[src/rtl/inst_loader_pkg.sv]
// Shared types and defaults for the instruction loader that fills the
// processor's instruction memory from a byte stream.
package inst_loader_pkg;

    localparam int DEF_NUM_WORDS      = 32;
    localparam int DEF_ADDR_W         = 5;
    localparam int DEF_INST_W         = 32;
    localparam int DEF_BYTES_PER_WORD = 4;

    // Bubble instruction used to pad every address the program does not cover.
    localparam logic [31:0] NOP_INST = 32'h0;

    typedef enum logic [2:0] {
        IDLE,
        LOAD,
        FILL,
        RUN,
        HALT
    } state_t;

endpackage

[src/rtl/byte_assembler.sv]
// Packs accepted bytes little-endian into one instruction word and reports
// when a word is complete (full, or cut short by the last byte of the stream).
module byte_assembler
    import inst_loader_pkg::*;
#(
    parameter int INST_W         = DEF_INST_W,
    parameter int BYTES_PER_WORD = DEF_BYTES_PER_WORD
) (
    input  logic              clk,
    input  logic              rst,
    input  logic              clear,
    input  logic              accept,
    input  logic [7:0]        byte_in,
    input  logic              byte_last,
    output logic              word_complete,
    output logic              partial,
    output logic [INST_W-1:0] word
);

    localparam int IDX_W = $clog2(BYTES_PER_WORD);

    logic [IDX_W-1:0]  idx;
    logic [INST_W-1:0] data;
    logic              last_lane;

    // Upper lanes of data are always zero, so OR-ing the new byte in leaves
    // unfilled bytes of a short final word at zero.
    assign last_lane     = (idx == IDX_W'(BYTES_PER_WORD - 1));
    assign word_complete = accept && (last_lane || byte_last);
    assign partial       = accept && byte_last && !last_lane;
    assign word          = data | (INST_W'(byte_in) << {idx, 3'b000});

    always_ff @(posedge clk or posedge rst) begin
        if (rst) begin
            idx  <= '0;
            data <= '0;
        end else if (clear) begin
            idx  <= '0;
            data <= '0;
        end else if (accept) begin
            if (word_complete) begin
                idx  <= '0;
                data <= '0;
            end else begin
                idx  <= idx + 1'b1;
                data <= word;
            end
        end
    end

endmodule

[src/rtl/inst_loader.sv]
// Loads a program byte stream into instruction memory, pads the rest with
// bubbles, then runs the processor until it reports done.
module inst_loader
    import inst_loader_pkg::*;
#(
    parameter int NUM_WORDS      = DEF_NUM_WORDS,
    parameter int ADDR_W         = DEF_ADDR_W,
    parameter int INST_W         = DEF_INST_W,
    parameter int BYTES_PER_WORD = DEF_BYTES_PER_WORD
) (
    input  logic              clk,
    input  logic              rst,
    input  logic              load_start,
    input  logic [7:0]        byte_in,
    input  logic              byte_valid,
    input  logic              byte_last,
    output logic              byte_ready,
    output logic              imem_we,
    output logic [ADDR_W-1:0] imem_waddr,
    output logic [INST_W-1:0] imem_wdata,
    output logic              proc_run,
    input  logic              proc_done,
    output logic [ADDR_W:0]   words_loaded,
    output logic              frame_err
);

    localparam logic [ADDR_W-1:0] LAST_ADDR = ADDR_W'(NUM_WORDS - 1);
    localparam logic [ADDR_W:0]   WL_MAX    = (ADDR_W + 1)'(NUM_WORDS);

    state_t            state;
    state_t            next_state;
    logic [ADDR_W-1:0] addr;
    logic              accept;
    logic              start;
    logic              word_complete;
    logic              partial;
    logic [INST_W-1:0] word;
    logic              stream_end;
    logic              final_write_out;

    assign byte_ready      = (state == LOAD);
    assign accept          = byte_valid && byte_ready;
    assign start           = load_start && ((state == IDLE) || (state == HALT));
    assign stream_end      = word_complete && (byte_last || (addr == LAST_ADDR));
    assign final_write_out = imem_we && (imem_waddr == LAST_ADDR);

    byte_assembler #(
        .INST_W         (INST_W),
        .BYTES_PER_WORD (BYTES_PER_WORD)
    ) u_asm (
        .clk           (clk),
        .rst           (rst),
        .clear         (start),
        .accept        (accept),
        .byte_in       (byte_in),
        .byte_last     (byte_last),
        .word_complete (word_complete),
        .partial       (partial),
        .word          (word)
    );

    always_ff @(posedge clk or posedge rst) begin
        if (rst) begin
            state <= IDLE;
        end else begin
            state <= next_state;
        end
    end

    // FILL is entered while the last stream word is being written, so the
    // run handoff is always keyed off the write to the top address.
    always_comb begin
        next_state = state;
        case (state)
            IDLE:    if (load_start) next_state = LOAD;
            LOAD:    if (stream_end) next_state = FILL;
            FILL:    if (final_write_out) next_state = RUN;
            RUN:     if (proc_done) next_state = HALT;
            HALT:    if (load_start) next_state = LOAD;
            default: next_state = IDLE;
        endcase
    end

    always_ff @(posedge clk or posedge rst) begin
        if (rst) begin
            addr         <= '0;
            imem_we      <= 1'b0;
            imem_waddr   <= '0;
            imem_wdata   <= '0;
            words_loaded <= '0;
            frame_err    <= 1'b0;
            proc_run     <= 1'b0;
        end else begin
            proc_run <= (next_state == RUN);
            imem_we  <= 1'b0;
            if (start) begin
                addr         <= '0;
                words_loaded <= '0;
                frame_err    <= 1'b0;
            end else if (state == LOAD && word_complete) begin
                imem_we    <= 1'b1;
                imem_waddr <= addr;
                imem_wdata <= word;
                if (addr != LAST_ADDR) addr <= addr + 1'b1;
                if (words_loaded != WL_MAX) words_loaded <= words_loaded + 1'b1;
                if (partial) frame_err <= 1'b1;
            end else if (state == FILL && !final_write_out) begin
                imem_we    <= 1'b1;
                imem_waddr <= addr;
                imem_wdata <= INST_W'(NOP_INST);
                if (addr != LAST_ADDR) addr <= addr + 1'b1;
            end
        end
    end

endmodule

[config.mk]
export PLATFORM = sky130hd
export DESIGN_NAME = inst_loader
export DESIGN_NICKNAME = d
export VERILOG_FILES = /design/src/rtl/inst_loader_pkg.sv /design/src/rtl/byte_assembler.sv /design/src/rtl/inst_loader.sv
export SDC_FILE = /design/constraint.sdc
export NUM_CORES = 1
export LEC_CHECK = 0
export BUFFER_PORTS_ARGS = -buffer_cell sky130_fd_sc_hd__buf_2
export CAP_MARGIN = 15
export CORE_MARGIN = 5
export CORE_UTILIZATION = 29
export DETAILED_ROUTE_END_ITERATION = 8
export GPL_ROUTABILITY_DRIVEN = 0
export GPL_TIMING_DRIVEN = 0
export PLACE_DENSITY = 0.47
export SLEW_MARGIN = 20
export SYNTH_ARGS = -nofsm -noshare
export SYNTH_HDL_FRONTEND = slang
export SYNTH_SLANG_ARGS = --single-unit
[constraint.sdc]
create_clock -name clk -period 3.6 [get_ports clk]
set_input_delay 0.72 -clock clk [delete_from_list [all_inputs] [get_ports clk]]
set_output_delay 0.72 -clock clk [all_outputs]
set_load 0.005 [all_outputs]
[Word-level counts from Yosys, hierarchy flattened]
Cells that the tools add are included.
Widths: inputs -> output; s select.
Operators by class
  $add $sub $neg: 3
  equality and inequality tests: 10
  shifts and indexed selects: 1
  mux-type cells: 28
  bitwise logic cells: 2
  reductions and logical operators: 25
Operators with widths (number)
  $mux 32: 5
  $or 32x32->32: 1
  $shl 8x5->32: 1
  $mux 5: 6
  $mux 6: 3
  $mux 3: 4
  $pmux 3 s4: 1
  $eq 5x5->1 const B: 2
  $reduce_bool 2->1: 5
  $eq 3x2->1 const B: 3
  $logic_and 1x1->1: 9
  $add 6x1->6 const B: 1
  $mux 1: 6
  $mux 2: 3
  $ne 6x6->1 const B: 1
  $reduce_and 2->1: 3
  $add 5x1->5 const B: 1
  $ne 5x5->1 const B: 1
  $eq 3x1->1 const B: 1
  $eq 3x3->1 const B: 1
  $logic_not 3->1: 1
  $logic_or 1x1->1: 3
  $reduce_bool 3->1: 1
  $add 2x1->2 const B: 1
  4 further kinds: 5
Word-level totals
  register bits: 88
  input port bits: 14
  output and inout port bits: 47
  logic and storage cells: 79

[Depth between registers and ports, before layout]
Gate-level depths: netlist of the first run.
  depth after elaboration: 7
  depth in mapped cells: 8
  mapped depth without buffers: 6

[Hierarchy]
Synthesis of the first run repeated with hierarchy kept, for this count alone.
Second synthesis, totals
  cells, all modules: 379
  area total of the unflattened synthesis: 3950.0 µm²
Modules (own cells, without submodules)
  inst_loader: times used 1, cells each 241, area an instance 2342.2 µm², sequential area each 1351.3 µm²
  byte_assembler: times used 1, cells each 138, area an instance 1607.8 µm², sequential area each 850.8 µm²

[Least setup slack after synthesis of the first run]
OpenSTA, ideal clock, no wires.
  path type: input to register
  from: input byte_valid
  to: register state[0]
  library setup time: 0.132 ns
  data arrival time: 1.753 ns
  required time: 3.468 ns
  slack: 1.715 ns
  cell stages on the path: 6
  path buffers: 2
  cells stage by stage: nand4bb_1 buf_2 or2_1 buf_2 o21ai_1 or3b_1
On the way
  longest elaborated chain between the ends: 5
RTL lines
  from (decl): line inst_loader.sv:15  | input logic byte_valid,
  $logic_and 1x1->1: line inst_loader.sv:42  | assign accept = byte_valid && byte_ready;
  $logic_and 1x1->1: line byte_assembler.sv:29  | assign word_complete = accept && (last_lane || byte_last);
  $logic_and 1x1->1: line inst_loader.sv:44  | assign stream_end = word_complete && (byte_last || (addr == LAST_ADDR));
  $mux 3: line inst_loader.sv:76  | LOAD: if (stream_end) next_state = FILL;
  $pmux 3 s4: line inst_loader.sv:74  | case (state)
  named net next_state[0]: line inst_loader.sv:31  | state_t next_state;
  to (signal assigned): line inst_loader.sv:66  | state <= next_state;
  to (decl): line inst_loader.sv:30  | state_t state;
The timed path passes the listed nets, and every way through them passes these cells.
A chain may end at the register's enable or synchronous reset.

[Worst setup path after layout of the first run]
  from: register state[0]
  to: register u_asm.data[25]
On the way
  longest elaborated chain between the ends: 6
  elaborated cells between the ends (all ways): 11
  those cells by class: 2 x eq/ne; 3 x mux; 6 x reduce/logical
RTL lines
  $eq 3x1->1: line inst_loader.sv:41  | assign byte_ready = (state == LOAD);
  $logic_and 1x1->1: line inst_loader.sv:42
  $logic_and 1x1->1: line byte_assembler.sv:29
  $mux 32: line byte_assembler.sv:41  | if (word_complete) begin
  $mux 32: line byte_assembler.sv:40  | end else if (accept) begin
  $mux 32: line byte_assembler.sv:37  | end else if (clear) begin
  to (signal assigned): line byte_assembler.sv:46  | data <= word;
  to (decl): line byte_assembler.sv:23  | logic [INST_W-1:0] data;
Several ways; a longest one is shown, not always the timed one. The select of a mux whose other input is x is not followed.

==> results.txt, run 1 <==
layout cells sized above 1 -> 0.229
maxcap violations -> 0
cts hold-fix bufs -> 0
core area -> 13100 sq um
Async SR Flop Fraction -> 1.00
post-CTS setup buffer count -> 0
Layout Skew -> 0.00596 ns
Max Buffers Root-to-Sink -> 2
# diodes -> 0
maximum clock frequency -> 470 MHz
placed inst area -> 4400 sq um
Cells after Synth -> 357
Place WS -> 1.06 ns
worst-margin pin slew -> 0.709 ns
TritonCTS Buffers -> 9
I/O Pins -> 61
Final HPWL DP -> 7140 um
DRT Pass-1 Iters -> 4
Buffers on Ports -> 60
Yosys top cell area share -> 0.572
pwr/cell area -> 765 nW/um^2
Distinct cells, synth -> 40
Die Wd -> 125 um
Final Hold Violating Endpoints -> 0
crit-path max FO -> 10
setup TNS -> 0 ns
worst-skew pair later-pin latency -> 0.33 ns
Worst setup EP type -> flop
DIE HEIGHT -> 125 um
Congestion Overflow GR -> 0
Pleak -> 2.48 nW
WP data arrival -> 2.34 ns
# fillers -> 1335
root buffer selected by CTS -> clkbuf_16
Synth top cells by count -> dfrtp_1, nand2_1, a21o_1, nor2_1, a21oi_1
via count -> 2884
vias per std cell -> 4.74
unrepaired setup endpoints after global routing -> no
vias in the first global route -> 2955
Routed Antenna Nets -> 0
top cells by area, synth -> dfrtp_1, nand2_1, a21o_1
CTS tree -> built
Synthesized Nets -> 376
largest net degree at the start of global routing -> 63
Die Area -> 15700 sq um
Synth Flop Type -> dfrtp_1
Hold Path Class -> in -> async
# DRC -> 0
syn_area_per_cell -> 10.8 sq um
Clock Pin Slew Worst Setup and Hold Paths -> 0.06 ns
post-cts gate resize count -> 0
final-report max-slew violation count -> 0
Synth area leader -> dfrtp_1
peak supply drop -> 0.000290 V
routed length per placed instance -> 16.4 um
final wirelength -> 9980 um
Setup violations, final -> 0
gr usage total -> 0.132
Worst Path Class, Setup -> reg -> reg
htree depth -> 3
YS warnings -> 0
antenna violations before repair -> 0
area of the multi-input gates -> 1500 sq um
sequential standard cell area -> 2200 sq um
fin crit share -> 0.591
max_slew headroom -> 0.526
Syn Std Cell Area -> 3850 sq um
Startpoint Class -> flop
sequential area share after synthesis -> 0.572
worst setup margin -> 1.47 ns
clock sinks -> 88
# nets final -> 448
global-route wire length before repair -> 16400 um
Starting Density -> 0.293
min Tclk post-route -> 2.13 ns
final hold slack -> 0.349 ns
FP Rows -> 42
Initial DRC Count -> 175
count leader, synth -> dfrtp_1
Post-synth EDFFs -> 0
status -> finished clean
critical path data required time -> 3.82 ns
Final Cell Area -> 4710 sq um
P&R area growth vs syn -> 22.4%
register bit total from synthesis -> 88
==> cell usage in the layout (no fill, tap or decap), types with 2 or more instances in the layout <==
cell type,n
o31ai_1,3
o21ai_1,13
mux2_2,5
bufinv_16,2
clkbuf_1,15
a21o_1,23
nand4_1,4
a22o_1,18
ha_1,5
inv_1,8
and3_1,2
nor3_1,10
buf_2,69
nor2_1,22
o2bb2ai_1,15
mux2i_1,11
nor2b_1,3
clkbuf_16,9
nor3b_1,2
o31ai_2,5
nand2_1,53
a21oi_1,19
dfrtp_1,88
o21ai_0,6
==> worst max-delay path, cell delays in order, from the launching register on <==
cell and delay [ns]:
dfrtp_1 0.36, buf_4 0.16, nor3b_1 0.59, a21oi_1 0.25, clkbuf_1 0.34, a22o_1 0.32
==> layout make-up <==
| cell class | instances | area share |
|---|---|---|
| timing repair buffer | 61 | 0.0696 |
| clock inverter | 3 | 0.0143 |
| clock buffer | 11 | 0.0515 |
| multi-input combinational | 235 | 0.318 |
| sequential | 88 | 0.467 |
| inverter | 9 | 0.00823 |
| tap | 176 | 0.0467 |
| buffer | 25 | 0.0247 |
==> power breakdown <==
part           switching, mW  leakage, nW  internal, mW
logic                  0.721         1.13         0.478
clock network          0.371        0.148         0.620
registers              0.171         1.20          1.24
total                   1.26         2.48          2.34
==> stage by stage <==
stage / power [mW] / cells / utilization
floorplan: 2.20 / 357 / -
global placement: 2.63 / 593 / 0.333
detailed placement: 2.65 / 594 / 0.335
CTS: 3.66 / 608 / 0.359
global route: 3.87 / 608 / 0.359
finish: 3.60 / 608 / 0.359
==> final timing paths <==
check                                           from                          to  slack (ns)  cells past startpoint
max                               state[0]$_DFF_PP0_  u_asm.data[25]$_DFFE_PP0P_        1.47                      5
min                                              rst   imem_waddr[1]$_DFFE_PP0P_        0.35                      2
max reg2reg                       state[0]$_DFF_PP0_  u_asm.data[25]$_DFFE_PP0P_        1.47                      5
min reg2reg                imem_wdata[0]$_DFFE_PP0P_   imem_wdata[0]$_DFFE_PP0P_        0.48                      1
max in group asynchronous                        rst  u_asm.data[31]$_DFFE_PP0P_        2.66                      3
min in group clk           imem_wdata[0]$_DFFE_PP0P_   imem_wdata[0]$_DFFE_PP0P_        0.48                      1
==> sequential cells by signal, indices dropped and copies added (netlist names) <==
name	cells
u_asm.data	32
u_asm.idx	2
frame_err	1
addr	5
imem_waddr	5
state	3
words_loaded	6
imem_we	1
proc_run	1
imem_wdata	32
==> cells by family after synthesis <==
kind of cell / synth area share
AOI/OAI and AO/OA: 0.205
and+or+nand+nor: 0.122
DFF: 0.572
buffers and inverters: 0.0390
muxes: 0.0432
adders and majority gates: 0.0163
xor gates and xnor gates: 0.00228
==> per-layer routing <==
layer	part of all wire	global-route usage	vias up	routed length, um
met4	0.014	0.0402	0	136
li1	-	-	1413	-
met5	0	0	-	0
met2	0.47	0.211	51	4730
met3	0.036	0.0290	10	363
met1	0.48	0.179	1410	4750
(Power assumes the default switching activity.)
==> inputs of run 2 (changes only) <==
==> constraint.sdc (replaced) <==
create_clock -name clk -period 2 [get_ports clk]
set_input_delay 0.4 -clock clk [delete_from_list [all_inputs] [get_ports clk]]
set_output_delay 0.4 -clock clk [all_outputs]
set_load 0.005 [all_outputs]
==> results.txt, run 2 (same netlist as run 1, synthesis figures left out) <==
status -> finished clean
crit-path max FO -> 10
Starting Density -> 0.293
Critical Path Start -> state[1]$_DFF_PP0_
CP max stage cell -> dfrtp_1
commonest non-fill, non-tap cell in the layout -> dfrtp_1
Die Area -> 15700 sq um
max_slew headroom -> 0.576
Setup violations, final -> 0
pwr/cell area -> 1360 nW/um^2
htree depth -> 3
vias per std cell -> 4.74
# DRC -> 0
worst-margin pin slew -> 0.635 ns
fin crit share -> 0.941
final core utilization -> 0.361
WP data arrival -> 2.11 ns
Pleak -> 2.50 nW
gr usage total -> 0.137
Congestion Overflow GR -> 0
CP max stage delay -> 0.45 ns
Clock Pin Slew Worst Setup and Hold Paths -> 0.07 ns
Layout Skew -> 0.00639 ns
Place WS -> -0.221 ns
Final Hold Violating Endpoints -> 0
Buffers on Ports -> 60
core area -> 13100 sq um
P&R area growth vs syn -> 23.3%
most frequent cells in the layout -> dfrtp_1, buf_2, nand2_1
peak supply drop -> 0.000427 V
# diodes -> 0
DRT Pass-1 Iters -> 4
unrepaired setup endpoints after global routing -> yes
setup TNS -> 0 ns
Final HPWL DP -> 7370 um
layout cells sized above 1 -> 0.244
root buffer selected by CTS -> clkbuf_16
worst setup margin -> 0.118 ns
final-report max-slew violation count -> 0
# nets final -> 450
Worst Path Class, Setup -> reg -> reg
antenna violations before repair -> 0
Max Buffers Root-to-Sink -> 2
Startpoint Class -> flop
Hold Path Class -> in -> async
maximum clock frequency -> 531 MHz
Initial DRC Count -> 169
global-route wire length before repair -> 17100 um
post-CTS setup buffer count -> 0
RR Startpoint -> state[1]$_DFF_PP0_
critical path data required time -> 2.23 ns
WP buf/inv -> 3
final wirelength -> 10100 um
maxcap violations -> 0
clock sinks -> 88
Routed Antenna Nets -> 0
Worst setup EP type -> flop
DIE HEIGHT -> 125 um
TritonCTS Buffers -> 9
I/O Pins -> 61
cts hold-fix bufs -> 0
via count -> 2898
family with the most delay on the worst path -> buffers and inverters
CTS tree -> built
FP Rows -> 42
largest net degree at the start of global routing -> 28
vias in the first global route -> 3026
min Tclk post-route -> 1.88 ns
largest registers -> imem_wdata x32, u_asm.data x32, words_loaded x6
routed length per placed instance -> 16.6 um
total power draw -> 6.43 mW
worst-skew pair later-pin latency -> 0.34 ns
Die Wd -> 125 um
critical path cell sequence -> nand4bb_1 > buf_2 > nor2_2 > nor2_1 > buf_4 > clkbuf_4 > a21o_1
-- run 2: changes by cell type in the layout (fill, tap and decap cells not counted), sizes merged --
cell      change
buf           +1
bufinv        -1
clkbuf        +2
clkinv        +1
clkinvlp      +1
inv           -1
-- run 2: cell type report --
| cell class | instances | area, sq um |
|---|---|---|
| fillers | 1344 | 8390 |
| inverters | 9 | 37.5 |
| multi-input cells | 235 | 1500 |
| clock inverters | 3 | 42.5 |
| flip-flops and latches | 88 | 2200 |
| clock buffers | 12 | 246 |
| well taps | 176 | 220 |
| repair buffers | 63 | 368 |
| plain buffers | 25 | 125 |
-- run 2: per-layer routing --
layer	GRT usage	part of all wire
met5	0	0
met4	0.0574	0.018
met3	0.0209	0.029
met2	0.217	0.48
met1	0.186	0.47
-- run 2: per-stage QoR --
step | cell area, sq um | hold slack, ns | instances
2_1_floorplan | 3850 | 0.449 | 357
3_3_place_gp | 4370 | 0.460 | 593
3_5_place_dp | 4440 | 0.455 | 596
4_1_cts | 4740 | 0.0957 | 611
5_1_grt | 4750 | 0.107 | 611
6_report | 4750 | 0.0823 | 611
-- run 2: power breakdown --
part	total (mW)	switching (mW)	internal [mW]
registers	2.54	0.306	2.24
clock network	1.69	0.693	0.995
logic	2.20	1.31	0.889
total	6.43	2.31	4.12
-- run 2: path summary, 6_finish.rpt --
| path | cells past startpoint | to | slack, ns |
|---|---|---|---|
| min in group clk | 2 | state[2]$_DFF_PP0_ | 0.28 |
| min reg2reg | 1 | imem_wdata[1]$_DFFE_PP0P_ | 0.48 |
| max reg2reg | 7 | imem_wdata[2]$_DFFE_PP0P_ | 0.12 |
| max | 7 | imem_wdata[2]$_DFFE_PP0P_ | 0.12 |
| min | 2 | imem_wdata[26]$_DFFE_PP0P_ | 0.08 |
| max in group asynchronous | 3 | imem_wdata[3]$_DFFE_PP0P_ | 1.43 |
-- run 2: repair_timing --
action,CTS,global route
setup endpoints to repair,57,41
pin swaps,0,0
resized for setup,2,8
==> inputs of run 3 (changes only) <==
--- a/config.mk
+++ b/config.mk
@@ -13,6 +13,7 @@
 export GPL_ROUTABILITY_DRIVEN = 0
 export GPL_TIMING_DRIVEN = 0
 export PLACE_DENSITY = 0.47
+export SKIP_CTS_REPAIR_TIMING = 1
 export SLEW_MARGIN = 20
 export SYNTH_ARGS = -nofsm -noshare
 export SYNTH_HDL_FRONTEND = slang
==> constraint.sdc (replaced) <==
create_clock -name clk -period 1.8 [get_ports clk]
set_input_delay 0.36 -clock clk [delete_from_list [all_inputs] [get_ports clk]]
set_output_delay 0.36 -clock clk [all_outputs]
set_load 0.005 [all_outputs]
==> results.txt, run 3 (same netlist as run 1, synthesis figures left out) <==
fin crit share -> 0.986
P&R area growth vs syn -> 26.0%
total power draw -> 7.31 mW
worst-margin pin slew -> 0.579 ns
largest registers -> imem_wdata x32, u_asm.data x32, words_loaded x6
Clock Pin Slew Worst Setup and Hold Paths -> 0.06 ns
Place WS -> -0.390 ns
Setup violations, final -> 0
gr usage total -> 0.136
clock sinks -> 88
largest net degree at the start of global routing -> 28
commonest non-fill, non-tap cell in the layout -> dfrtp_1
# nets final -> 451
Final HPWL DP -> 7370 um
htree depth -> 3
peak supply drop -> 0.000486 V
root buffer selected by CTS -> clkbuf_16
Die Area -> 15700 sq um
Flop pwr share -> 0.387
min Tclk post-route -> 1.77 ns
setup TNS -> 0 ns
final core utilization -> 0.369
I/O Pins -> 61
via count -> 2893
placed inst area -> 4440 sq um
worst-skew pair later-pin latency -> 0.34 ns
Max Buffers Root-to-Sink -> 2
Pleak -> 2.55 nW
# DRC -> 0
unrepaired setup endpoints after global routing -> yes
Congestion Overflow GR -> 0
DIE HEIGHT -> 125 um
final-report max-slew violation count -> 0
FP Rows -> 42
crit-path max FO -> 7
Routed Antenna Nets -> 0
Worst Path Class, Setup -> reg -> reg
Final Hold Violating Endpoints -> 0
Internal Power -> 4.68 mW
Worst setup EP type -> flop
most frequent cells in the layout -> dfrtp_1, buf_2, nand2_1
global-route wire length before repair -> 17000 um
Starting Density -> 0.293
routed length per placed instance -> 16.6 um
Final Cell Area -> 4850 sq um
worst setup margin -> 0.0254 ns
critical path data required time -> 2.02 ns
DRT Pass-1 Iters -> 6
TritonCTS Buffers -> 9
layout cells sized above 1 -> 0.282
final wirelength -> 10200 um
Initial DRC Count -> 189
switching power -> 2.63 mW
WP data arrival -> 1.99 ns
Critical Path Start -> state[1]$_DFF_PP0_
# diodes -> 0
vias in the first global route -> 3025
CTS tree -> built
Comb power frac -> 0.356
maximum clock frequency -> 564 MHz
Hold Path Class -> in -> async
antenna violations before repair -> 0
status -> finished clean
pwr/cell area -> 1510 nW/um^2
Sw Share -> 0.360
maxcap violations -> 0
vias per std cell -> 4.73
core area -> 13100 sq um
Die Wd -> 125 um
Layout Skew -> 0.00579 ns
clock share of power -> 0.257
Buffers on Ports -> 60
max_slew headroom -> 0.612
Startpoint Class -> flop
RR Startpoint -> state[1]$_DFF_PP0_
==> run 3: cell count changes in the layout (fill, tap and decap cells not counted), sizes merged <==
| cell | before | now |
|---|---|---|
| buf | 73 | 76 |
| clkbuf | 27 | 25 |
==> run 3: final timing paths <==
| kind | end | slack [ns] | cells past startpoint |
|---|---|---|---|
| setup / recovery | state[0]$_DFF_PP0_ | 0.03 | 6 |
| max in group asynchronous | state[1]$_DFF_PP0_ | 1.26 | 3 |
| setup reg to reg | state[0]$_DFF_PP0_ | 0.03 | 6 |
| hold / removal | words_loaded[2]$_DFFE_PP0P_ | 0.04 | 2 |
| min in group clk | state[2]$_DFF_PP0_ | 0.25 | 2 |
| hold reg to reg | imem_wdata[1]$_DFFE_PP0P_ | 0.48 | 1 |
==> run 3: per-layer routing <==
| metal | GRT usage | vias up | part of all wire |
|---|---|---|---|
| li1 | - | 1407 | - |
| met3 | 0.0209 | 14 | 0.030 |
| met2 | 0.217 | 40 | 0.49 |
| met5 | 0 | - | 0 |
| met4 | 0.0574 | 0 | 0.020 |
| met1 | 0.186 | 1432 | 0.46 |
==> run 3: power groups by stage <==
| stage | clock network, mW | logic [mW] | registers, mW |
|---|---|---|---|
| finish | 1.88 | 2.60 | 2.83 |
| global route | 2.00 | 2.93 | 2.90 |
| CTS | 1.91 | 2.47 | 2.83 |
| detailed placement | 0 | 2.46 | 2.86 |
| global placement | 0 | 2.42 | 2.85 |
| floorplan | 0 | 1.57 | 2.82 |
==> run 3: stage by stage <==
stage / hold slack [ns] / std cells
6_report: 0.0419 / 612
5_1_grt: 0.0668 / 612
4_1_cts: 0.0557 / 611
3_5_place_dp: 0.415 / 596
3_3_place_gp: 0.460 / 593
2_1_floorplan: 0.444 / 357
==> run 3: worst max-delay path, stage by stage, from the launching register on <==
cell and delay, ns:
dfrtp_2 0.45, nand4bb_1 0.22, buf_6 0.15, or2_1 0.23, buf_6 0.14, o21ai_1 0.12
or3b_1 0.34
==> run 3: area by class of cell <==
type                    count  area (sq um)
plain buffers              24           156
clock buffers              12           246
clock inverters             3          42.5
fillers                  1321          8290
inverters                   9          37.5
multi-input cells         235          1560
flip-flops and latches     88          2200
well taps                 176           220
repair buffers             65           383
